File: src/rtl/jtgng_vga_pkg.sv
// Shared state encoding and default timing for the VGA line-doubling scan controller.
package jtgng_vga_pkg;

  // One horizontal VGA line walks these states in order, wrapping back to StSync.
  typedef enum logic [2:0] {
    StSync,
    StFront,
    StLeft,
    StActive,
    StRight,
    StBack
  } vga_state_e;

  // Default horizontal timing in clk_vga cycles (800 per line without waiting).
  localparam int unsigned DefHsLen    = 96;
  localparam int unsigned DefFrontLen = 16;
  localparam int unsigned DefLeftLen  = 64;
  localparam int unsigned DefActLen   = 512;
  localparam int unsigned DefRightLen = 64;
  localparam int unsigned DefBackLen  = 48;
  localparam int unsigned DefVsLines  = 2;
  localparam int unsigned DefWaitMax  = 255;

  // Counter widths: the longest state is a wait-mode SYNC (HS_LEN + WAIT_MAX).
  localparam int unsigned CntW   = 16;
  localparam int unsigned VsCntW = 8;
  // {rd_addr, double} pixel phase counter.
  localparam int unsigned PixW   = 9;

endpackage

File: src/rtl/jtgng_vga_ctrl.sv
// VGA scan controller: replays each source line twice at VGA rate, locking every
// second line to the source hblank and generating hsync/vsync and line-buffer reads.
module jtgng_vga_ctrl
  import jtgng_vga_pkg::*;
#(
  parameter int unsigned HS_LEN    = DefHsLen,
  parameter int unsigned FRONT_LEN = DefFrontLen,
  parameter int unsigned LEFT_LEN  = DefLeftLen,
  parameter int unsigned ACT_LEN   = DefActLen,
  parameter int unsigned RIGHT_LEN = DefRightLen,
  parameter int unsigned BACK_LEN  = DefBackLen,
  parameter int unsigned VS_LINES  = DefVsLines,
  parameter int unsigned WAIT_MAX  = DefWaitMax
) (
  input  logic       clk_vga,
  input  logic       rst_n,
  input  logic       LHBL_s,
  input  logic       LVBL_s,
  output logic [7:0] rd_addr,
  output logic       double,
  output logic       rd_sel,
  output logic       scanline,
  output logic       line_active,
  output logic       vga_hsync,
  output logic       vga_vsync
);

  localparam logic [CntW-1:0]   HsLast    = CntW'(HS_LEN - 1);
  // Wait-mode SYNC runs one long countdown; the source edge may end it once the
  // count has dropped into the last WAIT_MAX+1 values (i.e. after HS_LEN-1 cycles).
  localparam logic [CntW-1:0]   WaitLast  = CntW'(HS_LEN + WAIT_MAX - 1);
  localparam logic [CntW-1:0]   WaitOpen  = CntW'(WAIT_MAX);
  localparam logic [CntW-1:0]   FrontLast = CntW'(FRONT_LEN - 1);
  localparam logic [CntW-1:0]   LeftLast  = CntW'(LEFT_LEN - 1);
  localparam logic [CntW-1:0]   ActLast   = CntW'(ACT_LEN - 1);
  localparam logic [CntW-1:0]   RightLast = CntW'(RIGHT_LEN - 1);
  localparam logic [CntW-1:0]   BackLast  = CntW'(BACK_LEN - 1);
  localparam logic [VsCntW-1:0] VsLoad    = VsCntW'(VS_LINES);

  vga_state_e        state_q, state_d;
  logic [CntW-1:0]   cnt_q, cnt_d;
  logic              wait_mode_q, rd_sel_q, scanline_q;
  logic              lhbl_last_q, lvbl_last_q;
  logic              lhbl_rise, lvbl_fall;
  logic              sync_exit, back_exit, front_exit;
  logic [PixW-1:0]   pix_q, pix_d;
  logic              line_active_q, hsync_q;
  logic              vsync_q, vsync_d, vsync_req_q, vsync_req_d;
  logic [VsCntW-1:0] vs_cnt_q, vs_cnt_d;

  assign lhbl_rise = LHBL_s & ~lhbl_last_q;
  assign lvbl_fall = ~LVBL_s & lvbl_last_q;

  // Next-state and per-state countdown; each state ends on the cycle its count is zero.
  always_comb begin
    state_d    = state_q;
    cnt_d      = cnt_q - CntW'(1);
    sync_exit  = 1'b0;
    back_exit  = 1'b0;
    front_exit = 1'b0;
    unique case (state_q)
      StSync: begin
        if ((cnt_q == '0) || (wait_mode_q && (cnt_q <= WaitOpen) && lhbl_rise)) begin
          state_d   = StFront;
          cnt_d     = FrontLast;
          sync_exit = 1'b1;
        end
      end
      StFront: begin
        if (cnt_q == '0) begin
          state_d    = StLeft;
          cnt_d      = LeftLast;
          front_exit = 1'b1;
        end
      end
      StLeft: begin
        if (cnt_q == '0) begin
          state_d = StActive;
          cnt_d   = ActLast;
        end
      end
      StActive: begin
        if (cnt_q == '0) begin
          state_d = StRight;
          cnt_d   = RightLast;
        end
      end
      StRight: begin
        if (cnt_q == '0) begin
          state_d = StBack;
          cnt_d   = BackLast;
        end
      end
      StBack: begin
        if (cnt_q == '0) begin
          state_d   = StSync;
          // wait_mode_q has already flipped for the line that is starting.
          cnt_d     = wait_mode_q ? WaitLast : HsLast;
          back_exit = 1'b1;
        end
      end
      default: begin
        state_d = StSync;
        cnt_d   = HsLast;
      end
    endcase
  end

  // State register, line-pair bookkeeping and input edge history.
  always_ff @(posedge clk_vga or negedge rst_n) begin
    if (!rst_n) begin
      state_q     <= StSync;
      cnt_q       <= HsLast;
      wait_mode_q <= 1'b0;
      rd_sel_q    <= 1'b0;
      scanline_q  <= 1'b0;
      lhbl_last_q <= 1'b1;
      lvbl_last_q <= 1'b1;
    end else begin
      state_q     <= state_d;
      cnt_q       <= cnt_d;
      lhbl_last_q <= LHBL_s;
      lvbl_last_q <= LVBL_s;
      if (sync_exit) begin
        wait_mode_q <= ~wait_mode_q;
        // Swap buffers once per line pair, at the end of the locked line's sync.
        if (wait_mode_q) rd_sel_q <= ~rd_sel_q;
      end
      if (front_exit) scanline_q <= ~scanline_q;
    end
  end

  // Pixel phase: counts through the active window, zero everywhere else.
  always_comb begin
    pix_d = '0;
    if (state_d == StActive && state_q == StActive) pix_d = pix_q + PixW'(1);
  end

  // Registered line outputs, aligned with the registered state.
  always_ff @(posedge clk_vga or negedge rst_n) begin
    if (!rst_n) begin
      pix_q         <= '0;
      line_active_q <= 1'b0;
      hsync_q       <= 1'b1;
    end else begin
      pix_q         <= pix_d;
      line_active_q <= (state_d == StActive);
      hsync_q       <= (state_d != StSync);
    end
  end

  // Vsync request latch and line counter; edges during an active vsync are dropped.
  always_comb begin
    vsync_d     = vsync_q;
    vs_cnt_d    = vs_cnt_q;
    vsync_req_d = vsync_req_q;
    if (lvbl_fall && vsync_q) vsync_req_d = 1'b1;
    if (back_exit) begin
      if (!vsync_q) begin
        if (vs_cnt_q <= VsCntW'(1)) begin
          vsync_d  = 1'b1;
          vs_cnt_d = '0;
        end else begin
          vs_cnt_d = vs_cnt_q - VsCntW'(1);
        end
      end else if (vsync_req_q) begin
        vsync_d     = 1'b0;
        vs_cnt_d    = VsLoad;
        vsync_req_d = 1'b0;
      end
    end
  end

  // Vsync state register.
  always_ff @(posedge clk_vga or negedge rst_n) begin
    if (!rst_n) begin
      vsync_q     <= 1'b1;
      vs_cnt_q    <= '0;
      vsync_req_q <= 1'b0;
    end else begin
      vsync_q     <= vsync_d;
      vs_cnt_q    <= vs_cnt_d;
      vsync_req_q <= vsync_req_d;
    end
  end

  assign rd_addr     = pix_q[PixW-1:1];
  assign double      = pix_q[0];
  assign rd_sel      = rd_sel_q;
  assign scanline    = scanline_q;
  assign line_active = line_active_q;
  assign vga_hsync   = hsync_q;
  assign vga_vsync   = vsync_q;

endmodule
File: config.mk
export PLATFORM = sky130hd
export DESIGN_NAME = jtgng_vga_ctrl
export DESIGN_NICKNAME = d
export VERILOG_FILES = /design/src/rtl/jtgng_vga_pkg.sv /design/src/rtl/jtgng_vga_ctrl.sv
export SDC_FILE = /design/constraint.sdc
export NUM_CORES = 1
export LEC_CHECK = 0
export CAP_MARGIN = 10
export CELL_PAD_IN_SITES_DETAIL_PLACEMENT = 1
export CELL_PAD_IN_SITES_GLOBAL_PLACEMENT = 2
export CORE_MARGIN = 10
export CORE_UTILIZATION = 30
export DETAILED_ROUTE_END_ITERATION = 10
export PLACE_DENSITY = 0.62
export SYNTH_ARGS = -nofsm -noshare
export SYNTH_HDL_FRONTEND = slang
export SYNTH_SLANG_ARGS = --single-unit
File: constraint.sdc
create_clock -name clk_vga -period 5.4 [get_ports clk_vga]
set_clock_uncertainty 0.15 [all_clocks]
set_input_delay 0.81 -clock clk_vga [delete_from_list [all_inputs] [get_ports clk_vga]]
set_output_delay 0.81 -clock clk_vga [all_outputs]
set_load 0.02 [all_outputs]
==> results.py <==
metrics = {
    "synth": {
        "netlist.area_leader.share_pct": 37.25,
        "ys_seq_area_share_pct": 48.43,
        "synth_seq_cells": 45,
        "synth_area_leaders": "dfrtp_1, dfstp_2, nor2_1",
        "synth_area_mm2": 0.002351,
        "ys_top_cells_by_count": "dfrtp_1, nor2_1, nand2_1, xnor2_1, xor2_1",
        "async_flop_share_pct": 100.0,
        "synth_top_area_cell": "dfrtp_1",
        "synth_cells": 237,
        "avgSynthCellArea_um2": 9.920,
        "ys_types": 49,
        "synth_edf_count": 0,
        "synth-warning-count": 0,
        "ys.flop_type": "dfrtp_1",
        "synth_nets": 245,
    },
    "cells_and_area": {
        "drive_above_1_share_pct": 13.57,
        "finalNetCount": 265,
        "seq_area_mm2": 0.001139,
        "diodes": 0,
        "synthToLayoutAreaGrowth_pct": 17.35,
        "nFillCells": 893,
        "multiInputGateArea_mm2": 0.001152,
        "fin_area_mm2": 0.002759,
    },
    "pwr": {
        "p_seq_share_pct": 52.0,
        "vdd_ir_drop_max_mv": 0.1428,
        "pwr_density_cell_mw_per_mm2": 235.9,
        "pwr-share-comb_pct": 1.4,
        "p_sw_uw": 126.3,
        "swShare_pct": 19.41,
        "p_leak_nw": 1.088,
        "power_frac_clock_pct": 46.6,
        "p_int_uw": 524.4,
    },
    "cts": {
        "tritoncts": "done",
        "cts_buffers": 5,
        "cts_root_buf": "clkbuf_8",
        "cts.repair.resized": 0,
        "clk_pin_slew_ns": 0.09,
        "cts_max_level": 2,
        "cts_setup_buffers": 0,
        "ctsHoldBuffers": 0,
        "clock_latency_ns": 0.30,
        "cts_sinks": 45,
        "cts_buffer_depth": 2,
    },
    "worst_setup_path": {
        "r2r_slack_ns": 2.63,
        "crit_start": "cnt_q[0]",
        "r2r-end": "cnt_q[8]",
        "path_max_fanout": 9,
        "critPathArrivalTime_ns": 2.80,
        "crit_path_end_kind": "flip-flop",
        "ff2ff_path_depth": 7,
        "required_ns": 5.43,
        "start_kind": "flip-flop",
        "r2r_start": "cnt_q[0]",
        "path_class": "flip-flop to flip-flop",
    },
    "floorplan": {
        "die_w_um": 108.5,
        "initial_utilization_pct": 30.58,
        "placementRows": 32,
        "die_height_um": 108.5,
        "core_area_mm2": 0.007687,
        "die_area_mm2": 0.01178,
        "io_pins": 18,
    },
    "detailed_routing": {
        "routedWlPerCell_um": 14.99,
        "first_pass_iters": 4,
        "vias_per_cell": 4.900,
        "ant_nets": 0,
        "drt_first_iter_violations": 46,
        "via_count": 1764,
        "drc_errors": 0,
        "wirelength_um": 5398,
    },
    "sta": {
        "worst_pin_slew_ns": 0.8717,
        "drv_slew": 0,
        "max_freq_mhz": 361.4,
        "setup_viol": 0,
        "period_share_pct": 51.24,
        "rsz0062_at_grt": "no",
        "max-slew-margin-rel_pct": 41.25,
        "hold_violations": 0,
        "min_period_ns": 2.767,
        "fin_tns_setup_ns": 0,
    },
    "grt": {
        "antenna_found_initial": 0,
        "grt_pass1_wl_um": 9342,
        "grt_usage_pct": 9.757,
        "grt_max_degree": 46,
        "grt_pass1_vias": 1781,
        "overflow": 0,
    },
    "place": {
        "gp_congestion": 0.7493,
        "dp_hpwl_um": 3803,
        "placed_area_mm2": 0.002625,
        "port_buffers": 17,
    },
    "min_path": {
        "hold_end": "scanline",
        "hp-start": "scanline",
        "hold_depth": 1,
        "hold_path_class": "flip-flop to flip-flop",
    },
    "outcome": {
        "status": "completed",
    },
    "run": {
        "drv_cap": 0,
    },
}
==> cells by family (layout without fill, tap and decap cells) <==
logic type	count (synthesis)	count (layout)	synth area share (%)
AO/OA/AOI/OAI	46	46	13.52
XOR/XNOR	26	26	9.686
adder cells (fa/ha/maj)	4	4	2.129
buffers and inverters	14	35	2.554
flip-flops	45	45	48.43
AND/OR/NAND/NOR	102	102	23.68
==> cells in the final DEF, fill, tap and decap left out, drive strengths merged, types with 2 or more instances in the layout <==
master         count
nor2              36
dfrtp             35
o21ai             18
clkdlybuf4s50     16
nand2             15
xnor2             14
xor2              12
a21oi             11
dfstp             10
inv                9
nor3               9
nand3              8
or4                8
nor4               7
clkbuf             5
nand2b             4
a31oi              4
nand4              4
ha                 4
or3                2
o41ai              2
bufinv             2
o31ai              2
buf                2
==> per-layer routing <==
layer / up-vias / share of wire, % / track usage (%)
met5: - / 0 / 0
met1: 867 / 50 / 13.25
met4: 0 / 1.1 / 3.107
met2: 16 / 45 / 14.83
li1: 876 / - / -
met3: 5 / 3.1 / 2.439
==> power by group through the flow <==
stage	combinational, mW	clock (mW)	sequential, mW
5_1_grt	0.0108	0.331	0.339
3_3_place_gp	0.0101	0	0.345
3_5_place_dp	0.0101	0	0.345
4_1_cts	0.0101	0.318	0.339
2_1_floorplan	0.000249	0	0.345
6_report	0.00924	0.303	0.339
==> critical path, stage by stage, from the launching register on <==
cell	delay [ns]
dfstp_2	0.40
inv_1	0.06
ha_1	0.25
or3b_2	0.50
nor4_2	0.65
nand2_1	0.25
a211oi_1	0.28
o21ai_0	0.11
==> how the worst max path moves through the flow <==
stage / end / slack [ns] / depth (start not counted)
2_1_floorplan: vs_cnt_q[7] / 2.95 / 6
3_3_place_gp: cnt_q[6] / 2.67 / 6
3_5_place_dp: cnt_q[6] / 2.69 / 6
4_1_cts: cnt_q[8] / 2.66 / 7
5_1_grt: cnt_q[8] / 2.38 / 7
6_report: cnt_q[8] / 2.63 / 7
==> state kept, by name (all words and copies together), names as in the netlist <==
| signal | flops |
|---|---|
| cnt_q | 16 |
| lhbl_last_q | 1 |
| line_active | 1 |
| lvbl_last_q | 1 |
| pix_q | 9 |
| rd_sel | 1 |
| scanline | 1 |
| state_q | 3 |
| vga_hsync | 1 |
| vga_vsync | 1 |
| vs_cnt_q | 8 |
| vsync_req_q | 1 |
| wait_mode_q | 1 |
==> final cells by class <==
type | count | area share, %
Clock buffer | 5 | 2.494
Clock inverter | 3 | 2.358
Multi-Input combinational cell | 178 | 41.77
Inverter | 9 | 1.224
Sequential cell | 45 | 41.27
Tap cell | 102 | 4.626
Timing Repair Buffer | 18 | 6.259
==> per-stage QoR <==
step | power [mW] | instances | setup WS [ns] | hold slack (ns) | util (%)
4_1_cts | 0.6668 | 360 | 2.656 | 0.3238 | 35.89
2_1_floorplan | 0.3452 | 237 | 2.946 | 0.2965 | -
6_report | 0.6507 | 360 | 2.633 | 0.3148 | 35.89
5_1_grt | 0.6806 | 360 | 2.378 | 0.3509 | 35.89
3_3_place_gp | 0.3550 | 352 | 2.669 | 0.3063 | 34.15
3_5_place_dp | 0.3550 | 352 | 2.688 | 0.3100 | 34.15
(Power assumes the default switching activity.)
